`src/rtl/mem_ctrl_pkg.sv`:
```
`default_nettype none
// ============================================================================
// Module      : mem_ctrl_pkg
// Description : Shared types and constants for the SRAM read arbiter.
// Revision    : 1.0 - initial release
// ============================================================================
package mem_ctrl_pkg;

  localparam int N_CLIENTS       = 16;
  localparam int ADDR_W          = 19;
  localparam int MAX_PRIO_STREAK = 4;

  typedef logic [3:0] client_id_t;

  typedef enum logic [0:0] {
    IDLE  = 1'b0,
    BURST = 1'b1
  } arb_state_e;

  // One-hot vector for a client id.
  function automatic logic [N_CLIENTS-1:0] id_onehot(input client_id_t id);
    return N_CLIENTS'(1) << id;
  endfunction

endpackage
`default_nettype wire

```
`src/rtl/sram_rd_arbiter_rr_pick.sv`:
```
`default_nettype none
// ============================================================================
// Module      : rr_pick
// Description : Combinational round-robin picker. Returns the first asserted
//               request strictly after the pointer, wrapping around, with the
//               pointer's own slot considered last.
// Revision    : 1.0 - initial release
// ============================================================================
module rr_pick
  import mem_ctrl_pkg::*;
(
  input  logic [N_CLIENTS-1:0] i_req,
  input  client_id_t           i_ptr,
  output client_id_t           o_winner,
  output logic                 o_found
);

  client_id_t w_idx;

  // Scan from the farthest slot back towards ptr+1 so the nearest requester
  // after the pointer is the last one written. The 4-bit id add wraps modulo
  // the 16 clients.
  always_comb begin
    o_winner = '0;
    w_idx    = '0;
    for (int i = N_CLIENTS; i >= 1; i--) begin
      w_idx = i_ptr + client_id_t'(i);
      if (i_req[w_idx]) begin
        o_winner = w_idx;
      end
    end
  end

  assign o_found = |i_req;

endmodule
`default_nettype wire

```
`src/rtl/sram_rd_arbiter.sv`:
```
`default_nettype none
// ============================================================================
// Module      : sram_rd_arbiter
// Description : Shares one SRAM read port among 16 clients. Each grant issues
//               a BURST_LEN burst of consecutive reads; read data is tagged
//               with a per-client valid RD_LAT cycles after each read strobe.
//               Optional macro SRAM_RD_ARB_STARVE_EN limits consecutive
//               contested priority-client wins to MAX_PRIO_STREAK.
// Revision    : 1.0 - initial release
// ============================================================================
module sram_rd_arbiter
  import mem_ctrl_pkg::*;
#(
  parameter int BURST_LEN = 4,
  parameter int RD_LAT    = 2
) (
  input  logic                                clk,
  input  logic                                rst_n,
  input  logic [4:0]                          client_priority,
  input  logic [N_CLIENTS-1:0]                client_read_req,
  input  logic [N_CLIENTS-1:0][ADDR_W-1:0]    client_read_addr,
  output logic [N_CLIENTS-1:0]                client_gnt,
  output logic [N_CLIENTS-1:0]                client_rvalid,
  output logic                                sram_rd_en,
  output logic [ADDR_W-1:0]                   sram_rd_addr,
  output logic                                busy
);

  localparam int                BEAT_W    = (BURST_LEN > 1) ? $clog2(BURST_LEN) : 1;
  localparam logic [BEAT_W-1:0] LAST_BEAT = BEAT_W'(BURST_LEN - 1);

  arb_state_e             r_state, w_state_nxt;
  logic [BEAT_W-1:0]      r_beat, w_beat_nxt;
  logic [ADDR_W-1:0]      r_base, w_base_nxt;
  client_id_t             r_winner, w_winner_nxt;
  client_id_t             r_last_winner, w_last_nxt;

  logic                   w_decide;
  logic                   w_prio_req;
  logic                   w_prio_win;
  client_id_t             w_prio_id;
  client_id_t             w_rr_id;
  logic                   w_rr_found;
  client_id_t             w_pick;

  logic [RD_LAT-1:0]      r_pipe_vld;
  client_id_t [RD_LAT-1:0] r_pipe_id;

  // A new winner may be chosen from IDLE or on the last beat of a burst.
  assign w_decide   = (r_state == IDLE) || (r_beat == LAST_BEAT);
  assign w_prio_id  = client_priority[3:0];
  assign w_prio_req = !client_priority[4] && client_read_req[w_prio_id];

  rr_pick u_rr_pick (
    .i_req    (client_read_req),
    .i_ptr    (r_last_winner),
    .o_winner (w_rr_id),
    .o_found  (w_rr_found)
  );

`ifdef SRAM_RD_ARB_STARVE_EN
  localparam int STREAK_W = $clog2(MAX_PRIO_STREAK + 1);

  logic [STREAK_W-1:0] r_streak, w_streak_nxt;
  logic                w_others_req;

  assign w_others_req = |(client_read_req & ~id_onehot(w_prio_id));
  assign w_prio_win   = w_prio_req && (r_streak < STREAK_W'(MAX_PRIO_STREAK));

  // Count contested priority wins; any round-robin win restarts the count.
  always_comb begin
    w_streak_nxt = r_streak;
    if (w_decide && w_rr_found) begin
      if (w_prio_win) begin
        if (w_others_req) begin
          w_streak_nxt = r_streak + STREAK_W'(1);
        end
      end else begin
        w_streak_nxt = '0;
      end
    end
  end

  // Streak register.
  always_ff @(posedge clk or negedge rst_n) begin
    if (!rst_n) begin
      r_streak <= '0;
    end else begin
      r_streak <= w_streak_nxt;
    end
  end
`else
  assign w_prio_win = w_prio_req;
`endif

  assign w_pick = w_prio_win ? w_prio_id : w_rr_id;

  // Next-state: latch winner and base on a decision, otherwise step the beat.
  always_comb begin
    w_state_nxt  = r_state;
    w_beat_nxt   = r_beat + BEAT_W'(1);
    w_base_nxt   = r_base;
    w_winner_nxt = r_winner;
    w_last_nxt   = r_last_winner;
    if (w_decide) begin
      w_beat_nxt = '0;
      if (w_rr_found) begin
        w_state_nxt  = BURST;
        w_winner_nxt = w_pick;
        w_base_nxt   = client_read_addr[w_pick];
        // A priority win leaves the round-robin pointer untouched.
        if (!w_prio_win) begin
          w_last_nxt = w_rr_id;
        end
      end else begin
        w_state_nxt = IDLE;
      end
    end
  end

  // FSM and burst context registers.
  always_ff @(posedge clk or negedge rst_n) begin
    if (!rst_n) begin
      r_state       <= IDLE;
      r_beat        <= '0;
      r_base        <= '0;
      r_winner      <= '0;
      r_last_winner <= client_id_t'(N_CLIENTS - 1);
    end else begin
      r_state       <= w_state_nxt;
      r_beat        <= w_beat_nxt;
      r_base        <= w_base_nxt;
      r_winner      <= w_winner_nxt;
      r_last_winner <= w_last_nxt;
    end
  end

  // Read-return tag pipeline: {valid, id} delayed by the SRAM latency.
  generate
    if (RD_LAT == 1) begin : g_lat_one
      always_ff @(posedge clk or negedge rst_n) begin
        if (!rst_n) begin
          r_pipe_vld <= '0;
          r_pipe_id  <= '0;
        end else begin
          r_pipe_vld[0] <= sram_rd_en;
          r_pipe_id[0]  <= r_winner;
        end
      end
    end else begin : g_lat_multi
      always_ff @(posedge clk or negedge rst_n) begin
        if (!rst_n) begin
          r_pipe_vld <= '0;
          r_pipe_id  <= '0;
        end else begin
          r_pipe_vld <= {r_pipe_vld[RD_LAT-2:0], sram_rd_en};
          r_pipe_id  <= {r_pipe_id[RD_LAT-2:0], r_winner};
        end
      end
    end
  endgenerate

  // Outputs decode straight from state so reset clears them at once.
  assign busy          = (r_state == BURST);
  assign sram_rd_en    = busy;
  assign sram_rd_addr  = busy ? (r_base + ADDR_W'(r_beat)) : '0;
  assign client_gnt    = (busy && (r_beat == '0)) ? id_onehot(r_winner) : '0;
  assign client_rvalid = r_pipe_vld[RD_LAT-1] ? id_onehot(r_pipe_id[RD_LAT-1]) : '0;

endmodule
`default_nettype wire
```
`config.mk`:
```
export PLATFORM = sky130hd
export DESIGN_NAME = sram_rd_arbiter
export DESIGN_NICKNAME = d
export VERILOG_FILES = /design/src/rtl/mem_ctrl_pkg.sv /design/src/rtl/sram_rd_arbiter_rr_pick.sv /design/src/rtl/sram_rd_arbiter.sv
export SDC_FILE = /design/constraint.sdc
export NUM_CORES = 1
export LEC_CHECK = 0
export ABC_AREA = 1
export CORE_MARGIN = 1.5
export CORE_UTILIZATION = 25
export CTS_BUF_LIST = sky130_fd_sc_hd__clkbuf_2 sky130_fd_sc_hd__clkbuf_4 sky130_fd_sc_hd__clkbuf_8
export CTS_CLUSTER_SIZE = 14
export DETAILED_ROUTE_END_ITERATION = 6
export GPL_TIMING_DRIVEN = 0
export PLACE_DENSITY_LB_ADDON = 0.05
export SETUP_SLACK_MARGIN = 0.4
export SLEW_MARGIN = 0
export SYNTH_ARGS = -nofsm -noshare
export SYNTH_HDL_FRONTEND = slang
export SYNTH_SLANG_ARGS = --single-unit
```
`constraint.sdc`:
```
create_clock -name clk -period 3.9 [get_ports clk]
set_clock_uncertainty 0.15 [all_clocks]
set_input_delay 0.78 -clock clk [delete_from_list [all_inputs] [get_ports clk]]
set_output_delay 0.78 -clock clk [all_outputs]
set_load 0.01 [all_outputs]
```
### After elaboration in Yosys (flattened, before gate mapping)

Cells that the tools add are included.

* equality and inequality tests: 1
* add/subtract/negate cells: 17
* shift-type cells: 2
* reductions and logical operators: 8
* bitwise logic cells: 2
* muxes and demuxes: 58
* order comparisons: 18

Operators by type and width (number)
* < comparator 4 x 5 -> 1 bit, second input constant: 18
* binary-select mux 19 bit (select 4 bit): 1
* binary-select mux 1 bit (select 4 bit): 17
* 2-to-1 mux 4 bit: 17
* 2-to-1 mux 19 bit: 2
* adder 4 bit, second input constant: 8
* 2-to-1 mux 16 bit: 2
* << shifter 1 x 4 -> 16 bit, first input constant: 2
* adder 19 x 2 -> 19 bit: 1
* 2-to-1 mux 1 bit: 18
* adder 4 x 3 -> 4 bit, second input constant: 4
* OR reduction 16 bit: 1
* adder 4 x 2 -> 4 bit, second input constant: 2
* adder 4 x 1 -> 4 bit, second input constant: 1
* AND reduction 3 bit: 1
* adder 2 x 1 -> 2 bit, second input constant: 1
* == test 2 bit, second input constant: 1
* logical AND 1 bit: 2
* zero test 2 bit: 1
* 2-to-1 mux 2 bit: 1
* NOT 1 bit: 2
* AND reduction 2 bit: 1
* zero test 1 bit: 1
* logical OR 1 bit: 1

* bits in registers: 40
* output and inout bits: 53
* logic and storage cells: 114
* bits of input ports: 327

### Logic depth before layout (Yosys ltp)

Gate-level depths: netlist of run 1.

* word-level depth: 21
* gate-level depth with buffers: 38
* gate-level depth less buffers: 34

### By module

Synthesis of run 1 repeated with hierarchy kept, for this count alone.

* cell total of the unflattened synthesis: 1659
* area, all modules: 8155.3 um^2

Modules (own cells, without submodules)
* sram_rd_arbiter: times used 1, cells each 1309, seq. area each 1006.0 um^2, area an instance 6507.5 um^2
* rr_pick: times used 1, cells each 350, seq. area each 0.0 um^2, area an instance 1647.8 um^2

### Worst setup path before layout of run 1

OpenSTA, ideal clock, no wires.

* path kind: reg-to-reg
* start point: reg r_last_winner[0]
* end point: reg r_base[17]
* buffers on the path: 5
* arrival time: 3.584 ns
* slack: 0.048 ns
* cell stages (with the launch flop): 36
* data required time: 3.632 ns
* setup time: 0.118 ns
* period minus slack after synthesis: 3.852 ns
* cells stage by stage: dfstp_2 inv_2 buf_4 clkbuf_1 ha_1 inv_1 buf_2 nand3_1 nand3_1 nand2_1 nand2_1 nand2_2 a21oi_1 o21ai_1 nand2_1 nand3_1 nand2_1 nand2_1 nand2_1 nand2_1 nand2_1 nand2_1 nand2_1 nand2_1 nand2_1 nand2_1 nand2_1 nand2_1 o21ai_2 inv_2 buf_2 buf_2 nand3_1 nand3_1 nand3_1 nand2_1

* longest elaborated chain between the ends: 21
* elaborated cells between the ends (all ways): 66

Ends and longest elaborated chain
* start, declared: line sram_rd_arbiter.sv:36 `client_id_t r_last_winner, w_last_nxt;`
* start signal, assigned: line sram_rd_arbiter.sv:128 `r_last_winner <= client_id_t'(N_CLIENTS - 1);`
* start signal, assigned: line sram_rd_arbiter.sv:134 `r_last_winner <= w_last_nxt;`
* adder 4 bit or binary-select mux 1 bit (select 4 bit) (tied branches): line sram_rd_arbiter_rr_pick.sv:27, sram_rd_arbiter_rr_pick.sv:28
* binary-select mux 1 bit (select 4 bit) or 2-to-1 mux 1 bit (tied branches): line sram_rd_arbiter_rr_pick.sv:28 `if (i_req[w_idx]) begin`
* 2-to-1 mux 1 bit (implied by the code) or 2-to-1 mux 4 bit (tied branches): line sram_rd_arbiter_rr_pick.sv:28
* 2-to-1 mux 4 bit (14 in series): line sram_rd_arbiter_rr_pick.sv:28
* 2-to-1 mux 4 bit (*): line sram_rd_arbiter_rr_pick.sv:28
* 2-to-1 mux 4 bit (*): line sram_rd_arbiter.sv:96 `assign w_pick = w_prio_win ? w_prio_id : w_rr_id;`
* binary-select mux 19 bit (select 4 bit) (*): line sram_rd_arbiter.sv:110 `w_base_nxt = client_read_addr[w_pick];`
* 2-to-1 mux 19 bit (implied by the code) (*): line sram_rd_arbiter.sv:110
* end signal, assigned: line sram_rd_arbiter.sv:132 `r_base <= w_base_nxt;`
* end, declared: line sram_rd_arbiter.sv:34 `logic [ADDR_W-1:0] r_base, w_base_nxt;`

Every way passes the cells marked *; elsewhere a longest branch is shown, timed or not. The select of a mux whose other input is x is not followed.
A chain may end at the register's enable or synchronous reset.

### Worst setup path after layout of run 1

* start point: in client_priority[1]
* end point: reg r_base[7]

* longest elaborated chain between the ends: 6

Ends and longest elaborated chain
* start, declared: line sram_rd_arbiter.sv:19 `input logic [4:0] client_priority,`
* binary-select mux 1 bit (select 4 bit): line sram_rd_arbiter.sv:52 `assign w_prio_req = !client_priority[4] && client_read_req[w_prio_id];`
* 2-to-1 mux 1 bit (implied by the code): line sram_rd_arbiter.sv:52
* logical AND 1 bit: line sram_rd_arbiter.sv:52
* 2-to-1 mux 4 bit (*): line sram_rd_arbiter.sv:96
* binary-select mux 19 bit (select 4 bit) (*): line sram_rd_arbiter.sv:110
* 2-to-1 mux 19 bit (implied by the code) (*): line sram_rd_arbiter.sv:110

Marks and branches as above.

==> results of run 1 <==
==> sequential cells by signal, summed over array words and instances, names as in the netlist <==
signal         flops
r_last_winner      4
r_pipe_id          8
r_beat             2
r_base            19
r_winner           4
r_pipe_vld         2
busy               1
==> worst reg2reg max path, delay by kind of cell, from the launching register on <==
family        cells  cell delay [ns]
buf+inv           9             1.05
flops             1             0.58
fa+ha+maj         1             0.29
simple gates     28             1.97
==> per-layer routing <==
metal  wire length, µm  GRT usage (%)  part of all wire [%]  vias up
met5                 0              0                     0        -
met4              1030           6.58                   2.3        0
met3              3350           5.16                   7.4       53
met2             21700           50.1                    48      538
met1             19000           39.3                    42     5355
li1                  -              -                     -     5434
==> kinds of logic after synthesis <==
logic type / after synthesis / synth area share [%]
xor gates and xnor gates: 6 / 0.860
AOI/OAI and AO/OA: 91 / 7.24
buffers and inverters: 159 / 10.4
adders and majority gates: 12 / 2.26
DFF: 40 / 14.4
and+or+nand+nor: 1009 / 64.8
==> cell type report <==
cell class,instances,area [µm²],share of cell area [%]
clock buffer,5,68.8,0.500
buffer,93,886,6.43
antenna,4,10.0,0.0727
inverter,66,258,1.87
sequential,40,1010,7.31
timing repair buffer,459,4620,33.6
clock inverter,3,90.1,0.654
multi-input combinational,1120,6360,46.2
tap,372,465,3.38
==> how the worst max path moves through the flow <==
| stage | start | endpoint |
|---|---|---|
| after CTS | r_last_winner[0] | r_base[13] |
| after global routing | r_last_winner[0] | r_base[12] |
| final | client_priority[1] | r_base[7] |
| after global placement | client_priority[1] | r_base[13] |
| after floorplan | r_last_winner[0] | r_base[12] |
| after detailed placement | client_priority[1] | r_base[13] |
==> layout by cell type, fill, tap and decap left out, types with 4 or more instances in the layout <==
cell type	instances
sky130_fd_sc_hd__inv_2	13
sky130_fd_sc_hd__diode_2	4
sky130_fd_sc_hd__buf_12	13
sky130_fd_sc_hd__dlymetal6s2s_1	5
sky130_fd_sc_hd__clkbuf_1	19
sky130_fd_sc_hd__inv_1	48
sky130_fd_sc_hd__a21oi_2	4
sky130_fd_sc_hd__nand3_4	10
sky130_fd_sc_hd__clkdlybuf4s50_1	363
sky130_fd_sc_hd__nand3_2	133
sky130_fd_sc_hd__o21ai_0	19
sky130_fd_sc_hd__clkbuf_4	6
sky130_fd_sc_hd__ha_4	4
sky130_fd_sc_hd__nand3_1	385
sky130_fd_sc_hd__buf_2	17
sky130_fd_sc_hd__clkbuf_2	6
sky130_fd_sc_hd__nand2_1	365
sky130_fd_sc_hd__a21oi_1	45
sky130_fd_sc_hd__buf_6	28
sky130_fd_sc_hd__ha_1	7
sky130_fd_sc_hd__nand4_1	5
sky130_fd_sc_hd__nand2_2	26
sky130_fd_sc_hd__buf_4	64
sky130_fd_sc_hd__inv_4	4
sky130_fd_sc_hd__nand2_4	11
sky130_fd_sc_hd__dfstp_2	4
sky130_fd_sc_hd__o21ai_2	5
sky130_fd_sc_hd__nor2_1	57
sky130_fd_sc_hd__clkbuf_8	9
sky130_fd_sc_hd__buf_16	5
sky130_fd_sc_hd__o21ai_1	4
sky130_fd_sc_hd__nor3_2	4
sky130_fd_sc_hd__buf_8	16
sky130_fd_sc_hd__dfrtp_1	36
==> repair_timing <==
| item | 4_1_cts | 5_1_grt |
|---|---|---|
| buffers inserted | 63 | 10 |
| cloned | 8 | 2 |
| setup endpoints to repair | 37 | 40 |
| hold buffers | 0 | 0 |
| pin swaps | 79 | 31 |
| gates resized for setup | 264 | 98 |
==> per-stage QoR <==
stage / worst slack (ns) / hold WS (ns)
4_1_cts: -0.131 / 0.203
6_report: -0.270 / 0.201
3_5_place_dp: -1.19 / 0.185
5_1_grt: -0.493 / 0.209
2_1_floorplan: 0.338 / 0.181
3_3_place_gp: -1.26 / 0.185
==> run_results.csv, run 1 <==
group,metric,value,unit
critical_path,regToRegSetupSlack,-0.22,ns
synth,yosys.cell_count.top_type,"sky130_fd_sc_hd__nand3_1",
synth,synth-edff-count,0,
floorplanning,ios,380,
routing,drt-pass1-iter-count,5,
sta,rsz_0062_raised_after_global_routing,"yes",
synth,synth.net_count,1656,
hold_path,hold-path-endpoint,"r_pipe_id[7]",
grt,global_route_wire_length_before_repair,64900,µm
floorplanning,initial_util,25.7,%
layout,finalCoreUtilization,50.7,%
flow_run,maxCapViolCount,0,
layout,fillCellCount,2783,
routing,post_drt_wl_per_cell,20.9,µm
clock_network,clockRootBuffer,"sky130_fd_sc_hd__clkbuf_8",
floorplanning,core-area,27200,µm²
critical_path,worst_setup_path_start_kind,"input pin",
floorplanning,placement_rows,60,
synth,synth_seq_area_share,14.4,%
outcome,outcome,"complete, but fails checks",
sta,finalWorstSetupSlack,-0.270,ns
critical_path,timing.setup.critical_path_class,"in -> reg",
synth,post_synth_main_area_contributors,"sky130_fd_sc_hd__nand3_1 38%, sky130_fd_sc_hd__nand2_1 21%, sky130_fd_sc_hd__dfrtp_1 13%, sky130_fd_sc_hd__a21oi_1 3.5%, sky130_fd_sc_hd__nor2_1 3.3%",
routing,drt_wl_total,45100,µm
outcome,violations,"negative setup slack",
routing,drt_iter0_markers,1050,
critical_path,worstPathBufferInverterCount,8,
routing,dr_total_vias,11400,
place,dpl.hpwl,35200,µm
critical_path,timing.critical_path.fanout_max,7,
synth,ys_ff_latch,40,
synth,synth_ff_type,"sky130_fd_sc_hd__dfrtp_1",
place,dpl-instance-area,11400,µm²
layout,finalInstanceArea,13800,µm²
clock_network,tritoncts.num_buffers,5,
place,number_of_cells_in_the_design_after_placement,2067,
grt,grt_max_degree,41,
critical_path,max_stage_delay,0.62,ns
critical_path,worst-r2r-cell-count,38,
synth,average_instance_area_after_synthesis,5.30,µm²
layout,nNetsFinal,2124,
critical_path,slowest_stage,"sky130_fd_sc_hd__clkdlybuf4s50_1",
place,globalplace.congestion,0.921,
hold_path,hp-class,"reg -> reg",
floorplanning,die_width,170,µm
synth,synth_top_area_share,37.7,%
clock_network,clock_latency_late_sink,0.30,ns
sta,max_clock_freq,0.240,GHz
sta,timing.final.crit_share,107,%
layout,final_cells,2162,
layout,drive_gt1_share,22.7,%
sta,setup-tns-final,-4.22,ns
clock_network,worst_setup_hold_path_clk_slew,0.08,ns
synth,cell_accounting_for_the_most_synthesized_area,"sky130_fd_sc_hd__nand3_1",
sta,slew-limit-headroom,41.4,%
routing,drc_errors,0,
clock_network,cts_sinks,40,
grt,first_global_vias,10700,
critical_path,cp.required,3.94,ns
critical_path,worstPathArrival,4.21,ns
critical_path,cells_along_the_critical_path,"clkdlybuf4s50_1 -> inv_1 -> nor2_1 -> o21ai_0 -> a31o_2 -> o21ai_0 -> inv_1 -> nor2_4 -> inv_1 -> nand3_4 -> buf_12 -> nand2_8 -> buf_12 -> buf_16 -> buf_8 -> nand2_1 -> nand3_1 -> nand3_2 -> nand3_2 -> nand3_2 -> nand2_1",
sta,maxSlewViolCount,0,
synth,asyncSetResetFlopFracSynth,100,%
layout,area_delta_synth_final,97.2,%
floorplanning,dieHeight,170,µm
place,placement.io_buffers,378,
critical_path,critPathCaptureType,"flop",
grt,initial_antenna_violation_count,3,
synth,netlist-cell-type-count,46,
critical_path,cpLargestDelayFamily,"buffers and inverters",
grt,grt_overflow_total,0,
hold_path,holdCritStartpoint,"r_pipe_id[3]",
critical_path,cp_num_cells,21,
sta,hold_viol,0,
critical_path,origin_of_the_critical_flop_to_flop_path,"r_last_winner[0]",
synth,yosys_warnings,0,
sta,final-setup-viol-count,20,
clock_network,clock_path_buffers,2,
synth,post_synthesis_instance_area,6980,µm²
sta,worst-slew-pin-transition,0.879,ns
synth,post_synth_inst_count,1317,
hold_path,worst_hold_depth,0,
clock_network,cts_max_level,2,
grt,globalRouteTotalUtil,29.7,%
critical_path,reg2reg_to,"r_base[7]",
floorplanning,design.die.area,28900,µm²
clock_network,cts_tree,"yes",
routing,vias_per_cell,5.26,
sta,final.min_clock_period,4.17,ns
routing,antenna_left,0,
synth,synthTopCellsByCount,"526 x sky130_fd_sc_hd__nand3_1, 396 x sky130_fd_sc_hd__nand2_1, 61 x sky130_fd_sc_hd__nor2_1",
Power of run 1 is left out: the tool's default activity adds up to more than one toggle a clock period on the data nets, which glitch-free logic cannot reach.
==> run 2, diff against run 1 <==
--- a/config.mk
+++ b/config.mk
@@ -6,14 +6,15 @@
 export NUM_CORES = 1
 export LEC_CHECK = 0
 export ABC_AREA = 1
-export CORE_MARGIN = 1.5
-export CORE_UTILIZATION = 25
+export CORE_AREA = 2 2 149 151
 export CTS_BUF_LIST = sky130_fd_sc_hd__clkbuf_2 sky130_fd_sc_hd__clkbuf_4 sky130_fd_sc_hd__clkbuf_8
 export CTS_CLUSTER_SIZE = 14
 export DETAILED_ROUTE_END_ITERATION = 6
+export DIE_AREA = 0 0 151 153
 export GPL_TIMING_DRIVEN = 0
 export PLACE_DENSITY_LB_ADDON = 0.05
 export SETUP_SLACK_MARGIN = 0.4
+export SKIP_LAST_GASP = 1
 export SLEW_MARGIN = 0
 export SYNTH_ARGS = -nofsm -noshare
 export SYNTH_HDL_FRONTEND = slang
==> run 2 against run 1 <==
Against the previous run:
- the run still ends with negative setup slack left
- cell count shrank 3.2%
- flip-flop and latch count is the same
- die area shrank 20%
- core utilization grew 17 points
- count of clock-buffer cells in the layout grew 1
- setup slack lost 0.080 ns
- non-clock buffer count grew 23
- routed wire length shrank 2.5%
- critical path type is now reg -> reg
- critical endpoint is now r_base[2]
==> run_results.csv, run 2 (synthesis gave the netlist of run 1 again) <==
group,metric,value,unit
place,number_of_cells_in_the_design_after_placement,1975,
layout,top_library_cells_by_usage_in_the_layout_fill_and_taps_aside,"364 x sky130_fd_sc_hd__clkdlybuf4s50_1, 346 x sky130_fd_sc_hd__nand3_1, 339 x sky130_fd_sc_hd__nand2_1",
routing,drt-pass1-iter-count,6,
place,placement.io_buffers,378,
clock_network,clock_latency_late_sink,0.30,ns
sta,timing.final.crit_share,109,%
critical_path,worst_setup_path_start_kind,"flop",
sta,worst-slew-pin-transition,0.883,ns
sta,setup-tns-final,-6.29,ns
floorplanning,dieHeight,153,µm
place,dpl.hpwl,32400,µm
sta,final-setup-viol-count,22,
outcome,violations,"negative setup slack",
critical_path,timing.critical_path.fanout_max,8,
layout,biggestRegsByFlops,"r_base (19), r_pipe_id (8)",
routing,vias_per_cell,5.69,
critical_path,cp.required,3.98,ns
sta,slew-limit-headroom,41.1,%
routing,drt_iter0_markers,1009,
floorplanning,core-area,21500,µm²
layout,finalCoreUtilization,67.3,%
routing,antenna_left,0,
critical_path,path_common_cell,"sky130_fd_sc_hd__nand2_1",
routing,drc_errors,0,
clock_network,worst_setup_hold_path_clk_slew,0.09,ns
critical_path,worstPathArrival,4.33,ns
clock_network,cts_max_level,2,
layout,fillCellCount,1919,
grt,first_global_vias,11400,
grt,globalRouteTotalUtil,35.8,%
critical_path,slowest_stage,"sky130_fd_sc_hd__dfstp_2",
sta,rsz_0062_raised_after_global_routing,"yes",
sta,finalWorstSetupSlack,-0.350,ns
layout,area_delta_synth_final,107,%
floorplanning,placement_rows,54,
clock_network,cts_hold_buffers,0,
layout,final_cells,2092,
clock_network,clockRootBuffer,"sky130_fd_sc_hd__clkbuf_8",
critical_path,timing.setup.critical_path_class,"reg -> reg",
clock_network,cts_sinks,40,
hold_path,hp-class,"reg -> reg",
routing,dr_total_vias,11900,
floorplanning,initial_util,32.5,%
clock_network,cts_tree,"yes",
grt,grt_overflow_total,0,
floorplanning,ios,380,
critical_path,max_stage_delay,0.59,ns
routing,drt_wl_total,44000,µm
routing,post_drt_wl_per_cell,21.0,µm
grt,grt_max_degree,41,
clock_network,clock_path_buffers,2,
grt,global_route_wire_length_before_repair,64100,µm
sta,max_clock_freq,0.235,GHz
layout,most_frequent_standard_cell_in_the_layout_excluding_fill_and_tap_cells,"sky130_fd_sc_hd__clkdlybuf4s50_1",
sta,maxSlewViolCount,0,
floorplanning,design.die.area,23100,µm²
outcome,outcome,"complete, but fails checks",
flow_run,maxCapViolCount,0,
layout,nNetsFinal,2147,
clock_network,tritoncts.num_buffers,5,
layout,largest_reg_flops,19,
layout,register_name_with_the_most_flops,"r_base",
floorplanning,die_width,151,µm
grt,initial_antenna_violation_count,4,
sta,hold_viol,0,
layout,drive_gt1_share,27.4,%
place,globalplace.congestion,0.970,
critical_path,critPathCaptureType,"flop",
sta,final.min_clock_period,4.25,ns
-- run 2: cell count changes in the layout (fill, tap and decap cells not counted), sizes merged --
| cell | before | now |
|---|---|---|
| buf | 145 | 170 |
| dlymetal6s2s | 5 | 1 |
| bufinv | 3 | 0 |
| clkdlybuf4s15 | 0 | 3 |
| clkinvlp | 0 | 3 |
| clkdlybuf4s50 | 363 | 364 |
| diode | 4 | 3 |
| dlygate4sd2 | 1 | 0 |
| inv | 65 | 64 |
-- run 2: layer usage --
metal  wire length, µm  track usage, %  vias up
met4              2370            14.9        2
met5                14               0        -
met2             21900            62.8      713
met3              3550            5.34      142
met1             16100            43.1     5576
li1                  -               -     5474
-- run 2: layout make-up --
type                            count  area [µm²]  area share [%]
Timing Repair Buffer              482        5020            34.7
Sequential cell                    40        1010            6.95
Clock buffer                        6        82.6           0.571
Tap cell                          280         350            2.42
Multi-Input combinational cell   1120        6820            47.1
Buffer                             93         910            6.29
Antenna cell                        3        7.51          0.0519
Clock inverter                      2        15.0           0.104
Inverter                           66         262            1.81
-- run 2: worst paths after layout --
check                                to  cells past startpoint              from  slack [ns]
setup / recovery              r_base[2]                     39  r_last_winner[0]       -0.35
hold / removal             r_pipe_id[5]                      0      r_pipe_id[1]        0.20
setup reg to reg              r_base[2]                     39  r_last_winner[0]       -0.35
hold reg to reg            r_pipe_id[5]                      0      r_pipe_id[1]        0.20
max in group asynchronous     r_base[9]                      1             rst_n        2.58
min in group asynchronous  r_pipe_id[5]                      1             rst_n        0.44
-- run 2: critical path, delay by kind of cell, from the launching register on --
| family | cells | cell delay, ns |
|---|---|---|
| adders and majority gates | 1 | 0.29 |
| and+or+nand+nor | 28 | 2.10 |
| buffers and inverters | 10 | 1.02 |
| DFF | 1 | 0.59 |
-- run 2: what timing repair did --
| action | 4_1_cts | 5_1_grt |
|---|---|---|
| resized for setup | 342 | 171 |
| pin swaps | 72 | 100 |
| gates cloned | 13 | 5 |
| buffers inserted | 65 | 23 |
| setup endpoints to repair | 35 | 40 |
-- run 2: per-stage QoR --
| stage | hold slack (ns) | cell area (µm²) | worst slack, ns |
|---|---|---|---|
| after CTS | 0.207 | 13500 | -0.277 |
| after global routing | 0.216 | 14500 | -0.575 |
| after global placement | 0.181 | 11300 | -0.729 |
| after detailed placement | 0.187 | 11300 | -0.733 |
| after floorplan | 0.181 | 7190 | 0.338 |
| final | 0.202 | 14500 | -0.350 |
Power of run 2 is left out for the same reason.
